### src/rtl/pipe_ctrl_pkg.sv
// Shared definitions for the pipeline control chain: result/forward encodings
// and the packed control bundle carried by each pipeline stage register.
package pipe_ctrl_pkg;

    // Writeback source encodings
    localparam logic [1:0] RESULT_ALU = 2'b00;
    localparam logic [1:0] RESULT_MEM = 2'b01;
    localparam logic [1:0] RESULT_PC4 = 2'b10;
    localparam logic [1:0] RESULT_IMM = 2'b11;

    // Operand forwarding selects
    localparam logic [1:0] FWD_NONE = 2'b00;
    localparam logic [1:0] FWD_WB   = 2'b01;
    localparam logic [1:0] FWD_MEM  = 2'b10;

    // Controls held in ID/EX (ALU function and register indices kept separately
    // because their widths are module parameters)
    typedef struct packed {
        logic       reg_write;
        logic [1:0] result_src;
        logic       mem_write;
        logic       alu_src;
        logic       beq;
        logic       bne;
        logic       jump;
        logic       jalr;
    } ex_ctrl_t;

    // Controls held in EX/MEM
    typedef struct packed {
        logic       reg_write;
        logic [1:0] result_src;
        logic       mem_write;
    } mem_ctrl_t;

    // Controls held in MEM/WB
    typedef struct packed {
        logic       reg_write;
        logic [1:0] result_src;
    } wb_ctrl_t;

    function automatic mem_ctrl_t ex_to_mem(input ex_ctrl_t c);
        mem_ctrl_t m;
        m.reg_write  = c.reg_write;
        m.result_src = c.result_src;
        m.mem_write  = c.mem_write;
        return m;
    endfunction

    function automatic wb_ctrl_t mem_to_wb(input mem_ctrl_t c);
        wb_ctrl_t w;
        w.reg_write  = c.reg_write;
        w.result_src = c.result_src;
        return w;
    endfunction

endpackage

### src/rtl/pipeline_control_chain_hazard.sv
// Combinational hazard unit: load-use stall, IF/ID flush, ID/EX bubble and
// operand forwarding selects. Register x0 never stalls and never forwards.
module pipe_ctrl_hazard
    import pipe_ctrl_pkg::*;
#(
    parameter int unsigned REG_ADDR_W = 5
) (
    input  logic                  valid_e,
    input  logic [1:0]            result_src_e,
    input  logic [REG_ADDR_W-1:0] rd_e,
    input  logic [REG_ADDR_W-1:0] rs1_e,
    input  logic [REG_ADDR_W-1:0] rs2_e,
    input  logic [REG_ADDR_W-1:0] rs1_d,
    input  logic [REG_ADDR_W-1:0] rs2_d,
    input  logic                  valid_m,
    input  logic                  reg_write_m,
    input  logic [REG_ADDR_W-1:0] rd_m,
    input  logic                  valid_w,
    input  logic                  reg_write_w,
    input  logic [REG_ADDR_W-1:0] rd_w,
    input  logic                  pc_src_e,
    output logic                  lw_stall,
    output logic                  flush_d,
    output logic                  bubble_e,
    output logic [1:0]            forward_a,
    output logic [1:0]            forward_b
);

    logic mem_fwd_ok;
    logic wb_fwd_ok;

    // Stall, flush and bubble decisions
    always_comb begin
        lw_stall = valid_e && (result_src_e == RESULT_MEM) && (rd_e != '0) &&
                   ((rd_e == rs1_d) || (rd_e == rs2_d));
        // On a simultaneous stall and redirect the flush squashes the stalled op
        flush_d  = pc_src_e;
        bubble_e = pc_src_e || lw_stall;
    end

    // Forwarding selects; MEM result is newer than WB so it wins
    always_comb begin
        mem_fwd_ok = valid_m && reg_write_m && (rd_m != '0);
        wb_fwd_ok  = valid_w && reg_write_w && (rd_w != '0);
        forward_a  = FWD_NONE;
        forward_b  = FWD_NONE;
        if (mem_fwd_ok && (rd_m == rs1_e)) begin
            forward_a = FWD_MEM;
        end else if (wb_fwd_ok && (rd_w == rs1_e)) begin
            forward_a = FWD_WB;
        end
        if (mem_fwd_ok && (rd_m == rs2_e)) begin
            forward_b = FWD_MEM;
        end else if (wb_fwd_ok && (rd_w == rs2_e)) begin
            forward_b = FWD_WB;
        end
    end

endmodule

### src/rtl/pipeline_control_chain.sv
// Pipeline control chain: carries decoded controls through ID/EX, EX/MEM and
// MEM/WB, resolves branches/jumps in EX and drives stall/flush/forward selects.
// Optional macro PIPE_CTRL_PERF_EN adds bubble and redirect counters.
module pipeline_control_chain
    import pipe_ctrl_pkg::*;
#(
    parameter int unsigned REG_ADDR_W = 5,
    parameter int unsigned ALU_FN_W   = 3
) (
    input  logic                  clk,
    input  logic                  rst_n,
    input  logic                  reg_write_d,
    input  logic                  alu_src_d,
    input  logic                  mem_write_d,
    input  logic                  beq_d,
    input  logic                  bne_d,
    input  logic                  jump_d,
    input  logic                  jalr_d,
    input  logic [1:0]            result_src_d,
    input  logic [ALU_FN_W-1:0]   alu_function_d,
    input  logic [REG_ADDR_W-1:0] rs1_d,
    input  logic [REG_ADDR_W-1:0] rs2_d,
    input  logic [REG_ADDR_W-1:0] rd_d,
    input  logic                  zero_e,
    output logic                  alu_src_e,
    output logic                  beq_e,
    output logic                  bne_e,
    output logic                  jump_e,
    output logic                  jalr_e,
    output logic [ALU_FN_W-1:0]   alu_function_e,
    output logic                  pc_src_e,
    output logic                  pc_jalr_e,
    output logic [1:0]            forward_a_e,
    output logic [1:0]            forward_b_e,
    output logic                  mem_write_m,
    output logic [1:0]            result_src_w,
    output logic                  reg_write_w,
    output logic [REG_ADDR_W-1:0] rd_w,
`ifdef PIPE_CTRL_PERF_EN
    output logic [31:0]           bubble_count,
    output logic [31:0]           redirect_count,
`endif
    output logic                  stall_f,
    output logic                  stall_d,
    output logic                  flush_d
);

    // ID/EX
    logic                  valid_e_q;
    ex_ctrl_t              ctrl_e_q;
    logic [ALU_FN_W-1:0]   alu_fn_e_q;
    logic [REG_ADDR_W-1:0] rs1_e_q;
    logic [REG_ADDR_W-1:0] rs2_e_q;
    logic [REG_ADDR_W-1:0] rd_e_q;
    // EX/MEM
    logic                  valid_m_q;
    mem_ctrl_t             ctrl_m_q;
    logic [REG_ADDR_W-1:0] rd_m_q;
    // MEM/WB
    logic                  valid_w_q;
    wb_ctrl_t              ctrl_w_q;
    logic [REG_ADDR_W-1:0] rd_w_q;

    ex_ctrl_t ctrl_d;
    logic     lw_stall;
    logic     bubble_e;

    // Bundle decode-stage controls
    always_comb begin
        ctrl_d.reg_write  = reg_write_d;
        ctrl_d.result_src = result_src_d;
        ctrl_d.mem_write  = mem_write_d;
        ctrl_d.alu_src    = alu_src_d;
        ctrl_d.beq        = beq_d;
        ctrl_d.bne        = bne_d;
        ctrl_d.jump       = jump_d;
        ctrl_d.jalr       = jalr_d;
    end

    // EX-stage exports, gated by valid so bubbles never act; branch resolution
    always_comb begin
        alu_src_e      = valid_e_q & ctrl_e_q.alu_src;
        beq_e          = valid_e_q & ctrl_e_q.beq;
        bne_e          = valid_e_q & ctrl_e_q.bne;
        jump_e         = valid_e_q & ctrl_e_q.jump;
        jalr_e         = valid_e_q & ctrl_e_q.jalr;
        alu_function_e = valid_e_q ? alu_fn_e_q : '0;
        pc_src_e       = valid_e_q & (ctrl_e_q.jump | (ctrl_e_q.beq & zero_e) |
                                      (ctrl_e_q.bne & ~zero_e));
        pc_jalr_e      = valid_e_q & ctrl_e_q.jalr;
    end

    // MEM/WB exports; rd_w is deliberately left ungated
    always_comb begin
        mem_write_m  = valid_m_q & ctrl_m_q.mem_write;
        result_src_w = valid_w_q ? ctrl_w_q.result_src : 2'b00;
        reg_write_w  = valid_w_q & ctrl_w_q.reg_write;
        rd_w         = rd_w_q;
        stall_f      = lw_stall;
        stall_d      = lw_stall;
    end

    pipe_ctrl_hazard #(
        .REG_ADDR_W(REG_ADDR_W)
    ) u_hazard (
        .valid_e      (valid_e_q),
        .result_src_e (ctrl_e_q.result_src),
        .rd_e         (rd_e_q),
        .rs1_e        (rs1_e_q),
        .rs2_e        (rs2_e_q),
        .rs1_d        (rs1_d),
        .rs2_d        (rs2_d),
        .valid_m      (valid_m_q),
        .reg_write_m  (ctrl_m_q.reg_write),
        .rd_m         (rd_m_q),
        .valid_w      (valid_w_q),
        .reg_write_w  (ctrl_w_q.reg_write),
        .rd_w         (rd_w_q),
        .pc_src_e     (pc_src_e),
        .lw_stall     (lw_stall),
        .flush_d      (flush_d),
        .bubble_e     (bubble_e),
        .forward_a    (forward_a_e),
        .forward_b    (forward_b_e)
    );

    // Stage registers; later stages always advance, only ID/EX takes bubbles
    always_ff @(posedge clk) begin
        if (!rst_n) begin
            valid_e_q  <= 1'b0;
            ctrl_e_q   <= '0;
            alu_fn_e_q <= '0;
            rs1_e_q    <= '0;
            rs2_e_q    <= '0;
            rd_e_q     <= '0;
            valid_m_q  <= 1'b0;
            ctrl_m_q   <= '0;
            rd_m_q     <= '0;
            valid_w_q  <= 1'b0;
            ctrl_w_q   <= '0;
            rd_w_q     <= '0;
        end else begin
            valid_e_q  <= ~bubble_e;
            ctrl_e_q   <= ctrl_d;
            alu_fn_e_q <= alu_function_d;
            rs1_e_q    <= rs1_d;
            rs2_e_q    <= rs2_d;
            rd_e_q     <= rd_d;
            valid_m_q  <= valid_e_q;
            ctrl_m_q   <= ex_to_mem(ctrl_e_q);
            rd_m_q     <= rd_e_q;
            valid_w_q  <= valid_m_q;
            ctrl_w_q   <= mem_to_wb(ctrl_m_q);
            rd_w_q     <= rd_m_q;
        end
    end

`ifdef PIPE_CTRL_PERF_EN
    logic [31:0] bubble_count_q;
    logic [31:0] redirect_count_q;

    // Event counters, wrapping modulo 2^32
    always_ff @(posedge clk) begin
        if (!rst_n) begin
            bubble_count_q   <= '0;
            redirect_count_q <= '0;
        end else begin
            if (bubble_e) bubble_count_q <= bubble_count_q + 32'd1;
            if (pc_src_e) redirect_count_q <= redirect_count_q + 32'd1;
        end
    end

    assign bubble_count   = bubble_count_q;
    assign redirect_count = redirect_count_q;
`endif

endmodule

### config.mk
export PLATFORM = sky130hd
export DESIGN_NAME = pipeline_control_chain
export DESIGN_NICKNAME = d
export VERILOG_FILES = /design/src/rtl/pipe_ctrl_pkg.sv /design/src/rtl/pipeline_control_chain_hazard.sv /design/src/rtl/pipeline_control_chain.sv
export SDC_FILE = /design/constraint.sdc
export NUM_CORES = 1
export LEC_CHECK = 0
export BUFFER_PORTS_ARGS = -buffer_cell sky130_fd_sc_hd__clkbuf_2
export CAP_MARGIN = 20
export CORE_MARGIN = 5
export CORE_UTILIZATION = 53
export CTS_CLUSTER_DIAMETER = 80
export CTS_CLUSTER_SIZE = 12
export DETAILED_ROUTE_END_ITERATION = 12
export GPL_ROUTABILITY_DRIVEN = 0
export PLACE_DENSITY = 0.86
export SLEW_MARGIN = 30
export SYNTH_ARGS = -nofsm -noshare
export SYNTH_HDL_FRONTEND = slang
export SYNTH_HIERARCHICAL = 1
export SYNTH_SLANG_ARGS = --single-unit
### constraint.sdc
create_clock -name clk -period 4.03 [get_ports clk]
set_input_delay 0.403 -clock clk [delete_from_list [all_inputs] [get_ports clk]]
set_output_delay 0.403 -clock clk [all_outputs]
set_load 0.01 [all_outputs]
Word level (Yosys, flattened, before mapping)
Cells that the tools add are included.

ROM bits: 0. Latch bits: 0. Output and inout port bits: 26. Bits in writable memories: 0. Logic and storage cells: 65. Input port bits: 30. Register bits: 47. Memories kept: 0.

Bitwise operators: 14. Equal/unequal tests: 7. Divide/modulo/power cells: 0. Mux-type cells: 6. Order comparisons: 0. Multipliers: 0. Add/subtract/negate cells: 0. Reduce and logical (&&, ||, !) cells: 16. Shift operators: 0.

Operators by type and width (count): equality test 5 bit (6); nonzero test 5 bit (3); logical AND 1 bit (11); bitwise AND 1 bit (10); 2-to-1 mux 2 bit (3); 2-to-1 mux 3 bit (1); equality test 2 x 1 -> 1 bit, second input constant (1); logical OR 1 bit (2); 2-to-1 mux 1 bit (2); NOT 1 bit (2); bitwise OR 1 bit (2).

Logic depth before layout (Yosys ltp)
Word-level depth: 6. Gate-level depth with buffers: 5. Gate-level depth less buffers: 5.

Cells and area by module
Netlist, hierarchy kept.

By module, submodules not included: pipeline_control_chain (area each 1386.3 sq um, cells an instance 115, instances 1, sequential area each 940.9 sq um); pipe_ctrl_hazard (area each 424.2 sq um, cells an instance 54, instances 1, sequential area each 0.0 sq um).

Worst setup path after synthesis
No wires, ideal clock.

Path kind: reg2out. Start: reg rd_m_q[3]. End: out forward_a_e[0]. Required time: 3627 ps. Stages on the path, launching flop included: 5. Arrival: 1499 ps. Buffers on the path: 0. Slack: 2128 ps. Path through: dfxtp_1 -> or4_1 -> o211ai_2 -> nor4_1 -> nor4_2.

Cells in the longest elaborated chain, start to end: 4. Elaborated cells between the ends (all ways): 5.

Ends and longest elaborated chain: from (decl) (line pipeline_control_chain.sv:58) `logic [REG_ADDR_W-1:0] rd_m_q;`; from (signal assigned) (line pipeline_control_chain.sv:151) `rd_m_q <= rd_e_q;`; nonzero test 5 bit (line pipeline_control_chain_hazard.sv:43) `mem_fwd_ok = valid_m && reg_write_m && (rd_m != '0);`; logical AND 1 bit (line pipeline_control_chain_hazard.sv:43); logical AND 1 bit * (line pipeline_control_chain_hazard.sv:47) `if (mem_fwd_ok && (rd_m == rs1_e)) begin`; 2-to-1 mux 2 bit * (line pipeline_control_chain_hazard.sv:47); to (decl) (line pipeline_control_chain.sv:33) `output logic [1:0] forward_a_e,`.

Every way passes the cells marked *; elsewhere a longest branch is shown, timed or not.

Worst setup path in the final report
Start: reg rd_m_q[4]. End: out forward_a_e[0].

Same word-level chain as after synthesis.

==> impl_summary.txt <==
----------------------------------------------------
[Die]
  Die width ... 68.45 um
  Initial Util ... 54.69%
  Row count ... 21
  Top Ports ... 56
  DIE AREA ... 4685 um2
  Area of the core ... 3311 um2
  Chip height ... 68.45 um

[Worst setup path]
  Req. time, crit path ... 3.63 ns
  Peak fanout along the critical path ... 4
  Kind of end point of the critical path ... primary output
  Startpoint type of the worst setup path ... flop
  CP Class ... reg -> out
  Arr. time, crit path ... 1.95 ns

[Timing]
  Minimum clock period ... 2.351 ns
  Hold Violations, Final ... 0
  Crit path setup slack, layout ... 1.679 ns
  Number of max-slew violations in the final report ... 0
  Worst-case headroom to the max-slew limit ... 59.08%
  Max Fclk ... 425.4 MHz
  Fin Clk Skew ... 0.008044 ns
  Crit share post-route ... 58.33%
  RSZ-0062 raised after global routing ... no
  Actual transition at the worst max-transition pin ... 0.6138 ns
  Setup violations, final ... 0
  Final TNS setup ... 0 ns

[Yosys]
  Post-Synth XOR/XNOR Area ... 14.51%
  Cell count after synthesis ... 169
  Combinational family with the most area after synthesis ... simple AND/OR/NAND/NOR gates
  Register bit count reported by yosys ... 47
  Share of synthesized cell area in and, or, nand and nor gates ... 26.68%
  Mux contribution to synthesized area ... 0.6220%
  Sequential fraction of the synthesis area ... 51.97%
  Most frequently used flop master after synthesis ... sky130_fd_sc_hd__dfxtp_1
  Adder-cell area share of the yosys netlist ... 0%
  Distinct cell type count after synthesis ... 23
  Number of enable flip-flop cells after synthesis ... 0
  Cell area after synthesis ... 1810 um2
  Syn Nets ... 199
  Avg Synthesized Cell Area ... 10.71 um2
  Fraction of registers with async set or reset after synthesis ... 0%
  Synth Area in Compound Gates ... 2.626%
  Synth Warn # ... 6

[Flow run]
  Max-cap check violation count ... 0

[Clock network]
  # Post-CTS Setup Buffers ... 0
  Clk Tree Root Cell ... sky130_fd_sc_hd__clkbuf_4
  Post_cts resized ... 0
  CTS Buffer Depth ... 2
  Num Clock Sinks ... 47
  Clock tree from TritonCTS ... yes
  Hold buffers post-CTS ... 0
  Clock slew at reported path FFs ... 0.14 ns
  Number of buffers added by the clock tree synthesis step ... 5
  Worst skew pair latency ... 0.35 ns
  H-Tree Level Count ... 2

[GRT]
  Number of global-route vias before repair ... 1,242
  Wire length of the first global-routing pass ... 5237 um
  GRT Total Usage ... 15.04%
  Antenna violations before repair ... 0
  Pin count of the biggest net entering global routing ... 48
  Overflow after GRT ... 0

[Detailed routing]
  TritonRoute pass-1 iters ... 4
  Iteration-0 DRC Markers ... 27
  DRC violations left ... 0
  Vias ... 1,206
  Detailed-route wire length per cell ... 11.26 um
  Final wirelength ... 3040 um
  Via density per instance ... 4.467
  Antenna violation net count after detailed routing ... 0

[Min path]
  Class of the most critical hold timing path ... in -> reg

[Pwr]
  Overall power ... 0.0008616 W
  Worst VDD drop ... 0.2477 mV
  Areal power density over the cells ... 398.5 nW/um2
  Reported leakage power ... 1.045 nW

[Place]
  Area after DPL ... 2078 um2
  Quantity of I/O buffers inserted on ports ... 55
  HPWL after DPL ... 2431 um
  Setup slack at placement ... 2.060 ns
  Cell total after placement ... 262

[Final layout]
  Diodes inserted ... 0
  Final non-filler cell total ... 270
  Final net count ... 253
  Area of all placed cells without fillers ... 2162 um2
  Leading cell type in the layout, fill and taps excluded ... sky130_fd_sc_hd__and2_1
  Commonest non-fill, non-tap cells in the layout ... sky130_fd_sc_hd__and2_1 (58), sky130_fd_sc_hd__clkbuf_2 (55), sky130_fd_sc_hd__dfxtp_1 (47), sky130_fd_sc_hd__xor2_1 (24), sky130_fd_sc_hd__xnor2_1 (6)
  Area delta synth->final ... 19.42%
  Share of cells above drive strength 1 ... 29.46%

[Run status]
  Outcome ... finished clean

----------------------------------------------------
-- critical path: stages, from the launching register on --
cell                       delay [ns]
sky130_fd_sc_hd__dfxtp_1         0.37
sky130_fd_sc_hd__or4_1           0.53
sky130_fd_sc_hd__o211ai_2        0.17
sky130_fd_sc_hd__nor4_1          0.10
sky130_fd_sc_hd__nor4_2          0.26
sky130_fd_sc_hd__clkbuf_2        0.17
-- layer usage --
metal | part of all wire (%) | track usage (%) | routed length, um | vias up
met3 | 10 | 7.882 | 310 | 4
met5 | 0 | 0 | 0 | -
met2 | 47 | 24.43 | 1419 | 45
met1 | 42 | 17.31 | 1291 | 510
li1 | - | - | - | 647
met4 | 0.63 | 3.722 | 19 | 0
-- state kept, by name, summed over array words and instances, names as in the netlist --
signal and count:
ctrl_w_q 3, valid_e_q 1, ctrl_e_q 9, rd_w 5, rd_m_q 5, rs2_e_q 5
valid_m_q 1, alu_fn_e_q 3, rs1_e_q 5, valid_w_q 1, rd_e_q 5, ctrl_m_q 4
-- power breakdown --
group          switching, W  total [W]  internal [W]  leakage [nW]
clock network      0.000148   0.000281      0.000133        0.0418
logic             0.0000335  0.0000765     0.0000430         0.615
registers         0.0000172   0.000504      0.000487         0.389
-- through the flow --
step / utilization (%) / hold slack (ns)
after global routing: 65.31 / 0.2092
final: 65.31 / 0.2407
after global placement: 62.77 / 0.4146
after floorplan: - / 0.4119
after CTS: 65.31 / 0.2250
after detailed placement: 62.77 / 0.4211
-- kinds of logic after synthesis --
logic type | count (synthesis)
simple gates | 77
xor+xnor | 30
compound gates | 6
flops | 47
buf+inv | 8
mux | 1
-- path summary, 6_finish.rpt --
path	slack, ns	start	endpoint	depth (start not counted)
worst max-delay path	1.68	rd_m_q[4]$_SDFF_PN0_	forward_a_e[0]	5
worst max register to register	2.64	rd_e_q[1]$_SDFF_PN0_	valid_e_q$_SDFF_PN0_	4
worst min-delay path	0.24	bne_d	ctrl_e_q[2]$_SDFF_PN0_	2
worst min register to register	0.45	ctrl_e_q[5]$_SDFF_PN0_	ctrl_m_q[0]$_SDFF_PN0_	1
-- cell type report --
class	count	area, um2
Clock inverter	3	46.29
Clock buffer	5	37.54
Sequential cell	47	940.9
Tap cell	46	57.56
Fill cell	315	1149
Multi-Input combinational cell	114	804.5
Timing Repair Buffer	55	275.3
-- Yosys cell counts (2+ instances only) --
master                    number  area share [%]
sky130_fd_sc_hd__nor2_1        4            0.83
sky130_fd_sc_hd__nand3_1       2            0.55
sky130_fd_sc_hd__xnor2_1       6             2.9
sky130_fd_sc_hd__nor3_1        2            0.55
sky130_fd_sc_hd__buf_6         3             1.9
sky130_fd_sc_hd__xor2_1       24              12
sky130_fd_sc_hd__and2_1       58              20
sky130_fd_sc_hd__dfxtp_1      47              52
sky130_fd_sc_hd__nor4_2        2             1.4
sky130_fd_sc_hd__buf_4         3             1.2
sky130_fd_sc_hd__nor4_1        2            0.69
sky130_fd_sc_hd__or4_1         5             2.1
Note: power is estimated with default switching activity, not from simulation.
